$ cat config.mk
export PLATFORM = sky130hd
export DESIGN_NAME = connect_fork_rr_flat
export DESIGN_NICKNAME = d
export VERILOG_FILES = /design/src/rtl/connect_fork_rr_if.sv /design/src/rtl/connect_fork_rr.sv /design/src/flat_wrapper.sv
export SDC_FILE = /design/constraint.sdc
export NUM_CORES = 1
export LEC_CHECK = 0
export BUFFER_PORTS_ARGS = -buffer_cell sky130_fd_sc_hd__buf_2
export CORE_MARGIN = 2
export CORE_UTILIZATION = 47
export CTS_BUF_LIST = sky130_fd_sc_hd__clkbuf_8
export DETAILED_ROUTE_END_ITERATION = 6
export PLACE_DENSITY = 0.88
export SYNTH_ARGS = -nofsm -noshare
export SYNTH_HDL_FRONTEND = slang
export SYNTH_SLANG_ARGS = --single-unit
$ cat constraint.sdc
create_clock -name CLK -period 4.3 [get_ports CLK]
set_input_delay 0.43 -clock CLK [delete_from_list [all_inputs] [get_ports CLK]]
set_output_delay 0.43 -clock CLK [all_outputs]
set_load 0.01 [all_outputs]
$ cat src/rtl/connect_fork_rr_if.sv
// Handshake bundle for connect_fork_rr: one valid/ready input stream and
// CONNECT_NUM parallel valid/ready output channels.
//   master : the surroundings (producer drives RECEIVE_*, consumers drive SEND_READY)
//   slave  : the fork itself
interface connect_fork_rr_if #(
  parameter int DATA_WIDTH  = 32,
  parameter int CONNECT_NUM = 3
);

  logic                              RECEIVE_VALID;
  logic [DATA_WIDTH-1:0]             RECEIVE_DATA;
  logic                              RECEIVE_READY;
  logic [CONNECT_NUM-1:0]            SEND_VALID;
  logic [DATA_WIDTH*CONNECT_NUM-1:0] SEND_DATA;
  logic [CONNECT_NUM-1:0]            SEND_READY;

  modport master (
    output RECEIVE_VALID,
    output RECEIVE_DATA,
    output SEND_READY,
    input  RECEIVE_READY,
    input  SEND_VALID,
    input  SEND_DATA
  );

  modport slave (
    input  RECEIVE_VALID,
    input  RECEIVE_DATA,
    input  SEND_READY,
    output RECEIVE_READY,
    output SEND_VALID,
    output SEND_DATA
  );

endinterface

$ cat src/rtl/connect_fork_rr.sv
// Registered fork: a one-entry holding register feeding CONNECT_NUM channels.
// MODE=0 hands each item to a single ready channel chosen round-robin;
// MODE=1 broadcasts each item, tracking per-channel completion in done_q so
// that channels may take the item in any order and never see it twice.
module connect_fork_rr #(
  parameter int DATA_WIDTH  = 32,
  parameter int CONNECT_NUM = 3,
  parameter int MODE        = 0
) (
  input  logic             CLK,
  input  logic             RST_N,
  connect_fork_rr_if.slave bus,
  output logic             BUSY
);

  localparam int PTR_W = (CONNECT_NUM > 1) ? $clog2(CONNECT_NUM) : 1;
  localparam logic [PTR_W-1:0] PTR_LAST = PTR_W'(CONNECT_NUM - 1);

  logic                   buf_valid_q, buf_valid_d;
  logic [DATA_WIDTH-1:0]  buf_data_q, buf_data_d;
  logic [PTR_W-1:0]       rr_ptr_q, rr_ptr_d;
  logic [CONNECT_NUM-1:0] done_q, done_d;

  logic [PTR_W-1:0]       grant;
  logic                   grant_found;
  int                     scan_idx;
  logic [CONNECT_NUM-1:0] send_valid;
  logic [CONNECT_NUM-1:0] chan_hs;
  logic                   item_done;
  logic                   recv_ready;
  logic                   recv_hs;

  // Round-robin search: first ready channel at or after rr_ptr, wrapping.
  always_comb begin
    grant       = rr_ptr_q;
    grant_found = 1'b0;
    scan_idx    = 0;
    for (int k = 0; k < CONNECT_NUM; k++) begin
      scan_idx = int'(rr_ptr_q) + k;
      if (scan_idx >= CONNECT_NUM) begin
        scan_idx = scan_idx - CONNECT_NUM;
      end
      if (!grant_found && bus.SEND_READY[scan_idx]) begin
        grant       = PTR_W'(scan_idx);
        grant_found = 1'b1;
      end
    end
  end

  // Per-mode channel valids, completion of the held item, and pointer/done update.
  always_comb begin
    send_valid = '0;
    chan_hs    = '0;
    item_done  = 1'b0;
    rr_ptr_d   = rr_ptr_q;
    done_d     = done_q;
    if (MODE == 0) begin
      // Valid follows ready here on purpose: only the granted channel sees the item.
      if (buf_valid_q && grant_found) begin
        send_valid[grant] = 1'b1;
      end
      item_done = buf_valid_q & grant_found;
      if (item_done) begin
        rr_ptr_d = (grant == PTR_LAST) ? '0 : grant + 1'b1;
      end
      done_d = '0;
    end else begin
      // Valid stays up per channel until that channel has taken the item.
      send_valid = {CONNECT_NUM{buf_valid_q}} & ~done_q;
      chan_hs    = send_valid & bus.SEND_READY;
      item_done  = buf_valid_q & (&(done_q | chan_hs));
      done_d     = item_done ? '0 : (done_q | chan_hs);
      rr_ptr_d   = '0;
    end
  end

  assign recv_ready = !buf_valid_q | item_done;
  assign recv_hs    = bus.RECEIVE_VALID & recv_ready;

  // Holding register: load on input handshake, empty on completion without refill.
  always_comb begin
    buf_valid_d = buf_valid_q;
    buf_data_d  = buf_data_q;
    if (recv_hs) begin
      buf_valid_d = 1'b1;
      buf_data_d  = bus.RECEIVE_DATA;
    end else if (item_done) begin
      buf_valid_d = 1'b0;
    end
  end

  // State registers; reset discards any held item and clears fairness/broadcast tracking.
  always_ff @(posedge CLK or negedge RST_N) begin
    if (!RST_N) begin
      buf_valid_q <= 1'b0;
      buf_data_q  <= '0;
      rr_ptr_q    <= '0;
      done_q      <= '0;
    end else begin
      buf_valid_q <= buf_valid_d;
      buf_data_q  <= buf_data_d;
      rr_ptr_q    <= rr_ptr_d;
      done_q      <= done_d;
    end
  end

  assign bus.RECEIVE_READY = recv_ready;
  assign bus.SEND_VALID    = send_valid;
  assign bus.SEND_DATA     = {CONNECT_NUM{buf_data_q}};
  assign BUSY              = buf_valid_q;

endmodule

$ cat src/flat_wrapper.sv
// flat-port wrapper written by rule: the top's interface ports become plain ports
module connect_fork_rr_flat 
#(
  parameter int DATA_WIDTH  = 32,
  parameter int CONNECT_NUM = 3,
  parameter int MODE        = 0
)
  (CLK, RST_N, BUSY, bus_RECEIVE_VALID, bus_RECEIVE_DATA, bus_SEND_READY, bus_RECEIVE_READY, bus_SEND_VALID, bus_SEND_DATA);
  connect_fork_rr_if #(.DATA_WIDTH(DATA_WIDTH), .CONNECT_NUM(CONNECT_NUM)) bus_i ();
  input  logic CLK;
  input  logic RST_N;
  output logic BUSY;
  input wire logic [$bits(bus_i.RECEIVE_VALID)-1:0] bus_RECEIVE_VALID;
  input wire logic [$bits(bus_i.RECEIVE_DATA)-1:0] bus_RECEIVE_DATA;
  input wire logic [$bits(bus_i.SEND_READY)-1:0] bus_SEND_READY;
  output wire logic [$bits(bus_i.RECEIVE_READY)-1:0] bus_RECEIVE_READY;
  output wire logic [$bits(bus_i.SEND_VALID)-1:0] bus_SEND_VALID;
  output wire logic [$bits(bus_i.SEND_DATA)-1:0] bus_SEND_DATA;
  assign bus_i.RECEIVE_VALID = bus_RECEIVE_VALID;
  assign bus_i.RECEIVE_DATA = bus_RECEIVE_DATA;
  assign bus_i.SEND_READY = bus_SEND_READY;
  assign bus_RECEIVE_READY = bus_i.RECEIVE_READY;
  assign bus_SEND_VALID = bus_i.SEND_VALID;
  assign bus_SEND_DATA = bus_i.SEND_DATA;
  connect_fork_rr #(.DATA_WIDTH(DATA_WIDTH), .CONNECT_NUM(CONNECT_NUM), .MODE(MODE)) u_core (.CLK(CLK), .RST_N(RST_N), .bus(bus_i), .BUSY(BUSY));
endmodule
==> results.md <==
- The required time of the critical path is 3.87 ns.
- Dividing the final minimum period by the clock period gives 68.57%.
- Across the routed clock network, the largest skew measured is 0.005672 ns.
- The total I/O pin count is 139.
- After detailed routing, the average wire length per cell comes to 13.44 microns.
- The via total after detailed routing is 1549.
- The number of setup buffers added after CTS is 0.
- The number of buffers added by the clock tree synthesis step is 5.
- In this run the remaining antenna-violating nets after routing total 0.
- For this run, asynchronously set or reset flops after synthesis account for 100.0%.
- The horizontal die dimension is 71.20 microns.
- The worst setup path is captured at a primary output.
- CTS saw 35 sinks.
- The proportion of layout cells with a drive suffix above 1 is 57.41%.
- After floorplanning, the core was divided into 24 placement rows.
- Summing the areas of all xor and xnor instances in the mapped netlist gives 0% of the synthesized area.
- Clock-pin slew was measured on the worst setup and hold paths at 0.07 ns.
- The via count of the first global-routing pass is 1324.
- The cell chosen for the clock root is clkbuf_8.
- The total leakage power is 1.278 nW.
- VDD sags by at most 0.4348 mV.
- The cell area that synthesis handed to floorplanning was 2122 sq um.
- Summing the areas of all compound-gate instances in the mapped netlist gives 6.545% of the synthesized area.
- The number of antenna diodes in the final layout is 0.
- After the first detailed-routing iteration, the DRC count stood at 37.
- The number of nets in the synthesized netlist is 228.
- The number of nets in the final layout is 302.
- The HPWL after detailed placement is 3294 microns.
- The fraction of synthesized cell area taken by the top area cell type is 41.27%.
- After layout, the design draws a total of 0.001844 W.
- The pin count of the biggest net entering global routing is 36.
- In this run, post-CTS hold repair placed 0 buffers.
- The normalized max-slew margin is 33.32%.
- The largest family of logic cells by synthesized area is buffers and inverters.
- The total of cells resized after clock tree synthesis is 0.
- Across all setup checks in the final design, the least slack found is 1.351 ns.
- Counting distinct cell types in the post-synthesis netlist gives 36.
- The final setup violation count is 0.
- The run finished with clean final reports.
- Summed over all instances, the cell type with the most area after synthesis is dfrtp_1.
- The worst path in the final design needs a cycle of 2.949 ns, including I/O delays and setup.
- The total length of routed wires is 4234 microns.
- Clock latency on the worst-skew pair, taken at its later pin, is 0.28 ns.
- The initial utilization of the core area, before any placement, comes to 48.74%.
- Port buffering added 138 buffers.
- In this run, synthesis inferred 0 flip-flops with an integrated enable.
- The core footprint is 4354 sq um.
- Final hold analysis gives a worst-case slack of 0.2315 ns.
- The die outline area is 5069 sq um.
- The library cell contributing the largest single delay on the critical path is ha_1.
- In this design, the stage delay of the slowest critical-path cell is 0.46 ns.
- The critical path is of the reg -> out type.
- A synthesized cell averages 11.29 sq um.
- The final count of hold timing violations is 0.
- Cells fill 56.38% of the core in the end.
- The count of max-cap constraint violations is 0.
- The routability-driven placement congestion ratio is 0.8844.
- Ranked by total cell area, the synthesized netlist is headed by dfrtp_1 (41%), buf_4 (23%), mux2_1 (16%).
- The most used flip-flop cell after synthesis is dfrtp_1.
- Walking the worst path, the cells encountered are inv_1 -> ha_1 -> nor4bb_1 -> a31oi_1 -> o21ai_1 -> mux2i_1 -> and3_1 -> buf_2.
- The synthesized netlist devotes 1.179% of its cell area to adder and majority cells.
- The H-tree was split into 2 levels.
- The achievable frequency is 339.1 MHz.
- For the worst setup path, the data arrival time is 2.52 ns.
- Sequential elements use 41.27% of the synthesized area.
- The detailed-route DRC error count is 0.
- The number of register bits inferred by synthesis is 35.
- The final count of pins violating max slew came to 0.
- The initial antenna violation count came to 0.
- Using the TritonRoute via totals, the vias-per-cell ratio works out to 4.917.
- The number of cells produced by synthesis is 188.
- The portion of synthesized area spent on multiplexers is 18.40%.
- The layout overhead on the synthesized area is 15.68%.
- The global-route wire length before repair is 6396 microns.
- In this run the worst path has a maximum fanout of 11.
- The total overflow reported by the global router is 0.
- Power spread over the standard cell area amounts to 751.3 nW/um^2.
- The iteration count of the initial detailed-routing pass is 4.
- Setup repair after global routing left no endpoint under its margin.
- The path class of the tightest hold or removal check is in -> async.
- The post-synthesis simple-gate area fraction is 6.250%.
- The worst setup path is launched from a flip-flop.
- The die extent in y is 71.20 microns.
- At the placement stage, the worst setup path has a slack of 1.514 ns.
- The longest clock path from root to sink contains 2 buffers.
- The clock tree from TritonCTS is yes.
- In the global route stage, overall resource usage came out at 15.96%.
- For this run, the number of Yosys warnings is 0.
- For the pin with the worst max-slew slack, the measured transition is 0.9964 ns.
- In the final timing run, aggregate negative setup slack is 0 ns.
[path summary, 6_finish.rpt]
check	slack, ns	start	depth (start not counted)	to
worst max-delay path	1.35	u_core.rr_ptr_q[0]	8	bus_SEND_VALID[0]
worst min-delay path	0.23	RST_N	1	u_core.buf_data_q[31]
worst max register to register	1.54	u_core.rr_ptr_q[0]	7	u_core.buf_data_q[24]
worst min register to register	0.53	u_core.buf_data_q[11]	1	u_core.buf_data_q[11]
max in group asynchronous	3.57	RST_N	1	u_core.buf_data_q[19]
min in group CLK	0.36	bus_RECEIVE_DATA[28]	2	u_core.buf_data_q[28]
[synth_stat cells (2+ instances only)]
master     n
inv_1      5
and2_1     2
nor2b_1    3
nand2_1    2
o211ai_1   3
and3_1     2
mux2_2     2
ha_1       2
nor2_1     2
buf_2      3
o21ai_0    3
dfrtp_1   35
a21oi_1    3
buf_6      4
nand2b_1   2
mux2_1    30
buf_4     64
mux2i_1    3
[critical path, delay by kind of cell (launching register included)]
| family | cells | cell delay [ns] |
|---|---|---|
| flops | 1 | 0.41 |
| simple gates | 2 | 0.55 |
| mux | 1 | 0.36 |
| fa+ha+maj | 1 | 0.46 |
| compound gates | 2 | 0.26 |
| buf+inv | 2 | 0.21 |
[registers in the layout, summed over array words and instances, names as in the netlist]
| register | count |
|---|---|
| u_core.BUSY | 1 |
| u_core.buf_data_q | 32 |
| u_core.rr_ptr_q | 2 |
[cells by family after synthesis]
group,after synthesis
simple gates,21
flops,35
fa+ha+maj,2
buf+inv,76
compound gates,19
mux,35
[layer usage]
| layer | vias to the layer above | global-route usage, % | wire length (microns) |
|---|---|---|---|
| met4 | 0 | 5.451 | 57 |
| met1 | 736 | 18.89 | 1564 |
| li1 | 730 | - | - |
| met2 | 77 | 27.88 | 2252 |
| met5 | - | 0 | 0 |
| met3 | 6 | 4.274 | 359 |
[stage by stage]
stage / instances / area (sq um)
floorplan: 188 / 2122
finish: 315 / 2455
global route: 315 / 2455
CTS: 315 / 2455
global placement: 307 / 2337
detailed placement: 307 / 2337
[placed cells by master, fill, tap and decap left out, types with 2 or more instances in the layout]
| master | n |
|---|---|
| ha_1 | 2 |
| dfrtp_1 | 35 |
| inv_1 | 5 |
| a21oi_1 | 3 |
| o211ai_1 | 3 |
| and2_1 | 2 |
| buf_2 | 138 |
| clkbuf_8 | 6 |
| nor2b_1 | 3 |
| o21ai_0 | 3 |
| nor2_1 | 2 |
| mux2_1 | 30 |
| and3_1 | 2 |
| nand2_1 | 2 |
| nand2b_1 | 2 |
| mux2i_1 | 3 |
| mux2_2 | 2 |
[layout make-up]
class                           instances  area [sq um]
Multi-Input combinational cell         77         686.9
Inverter                                5         18.77
Fill cell                             378          1899
Clock inverter                          2         35.03
Clock buffer                            6         82.58
Tap cell                               52         65.06
Sequential cell                        35         875.8
Timing Repair Buffer                  138         690.7
[power breakdown]
| part | internal (W) | switching [W] |
|---|---|---|
| sequential | 0.000456 | 0.000112 |
| clock | 0.000188 | 0.000116 |
| combinational | 0.000437 | 0.000534 |
Note: power is estimated with default switching activity, not from simulation.
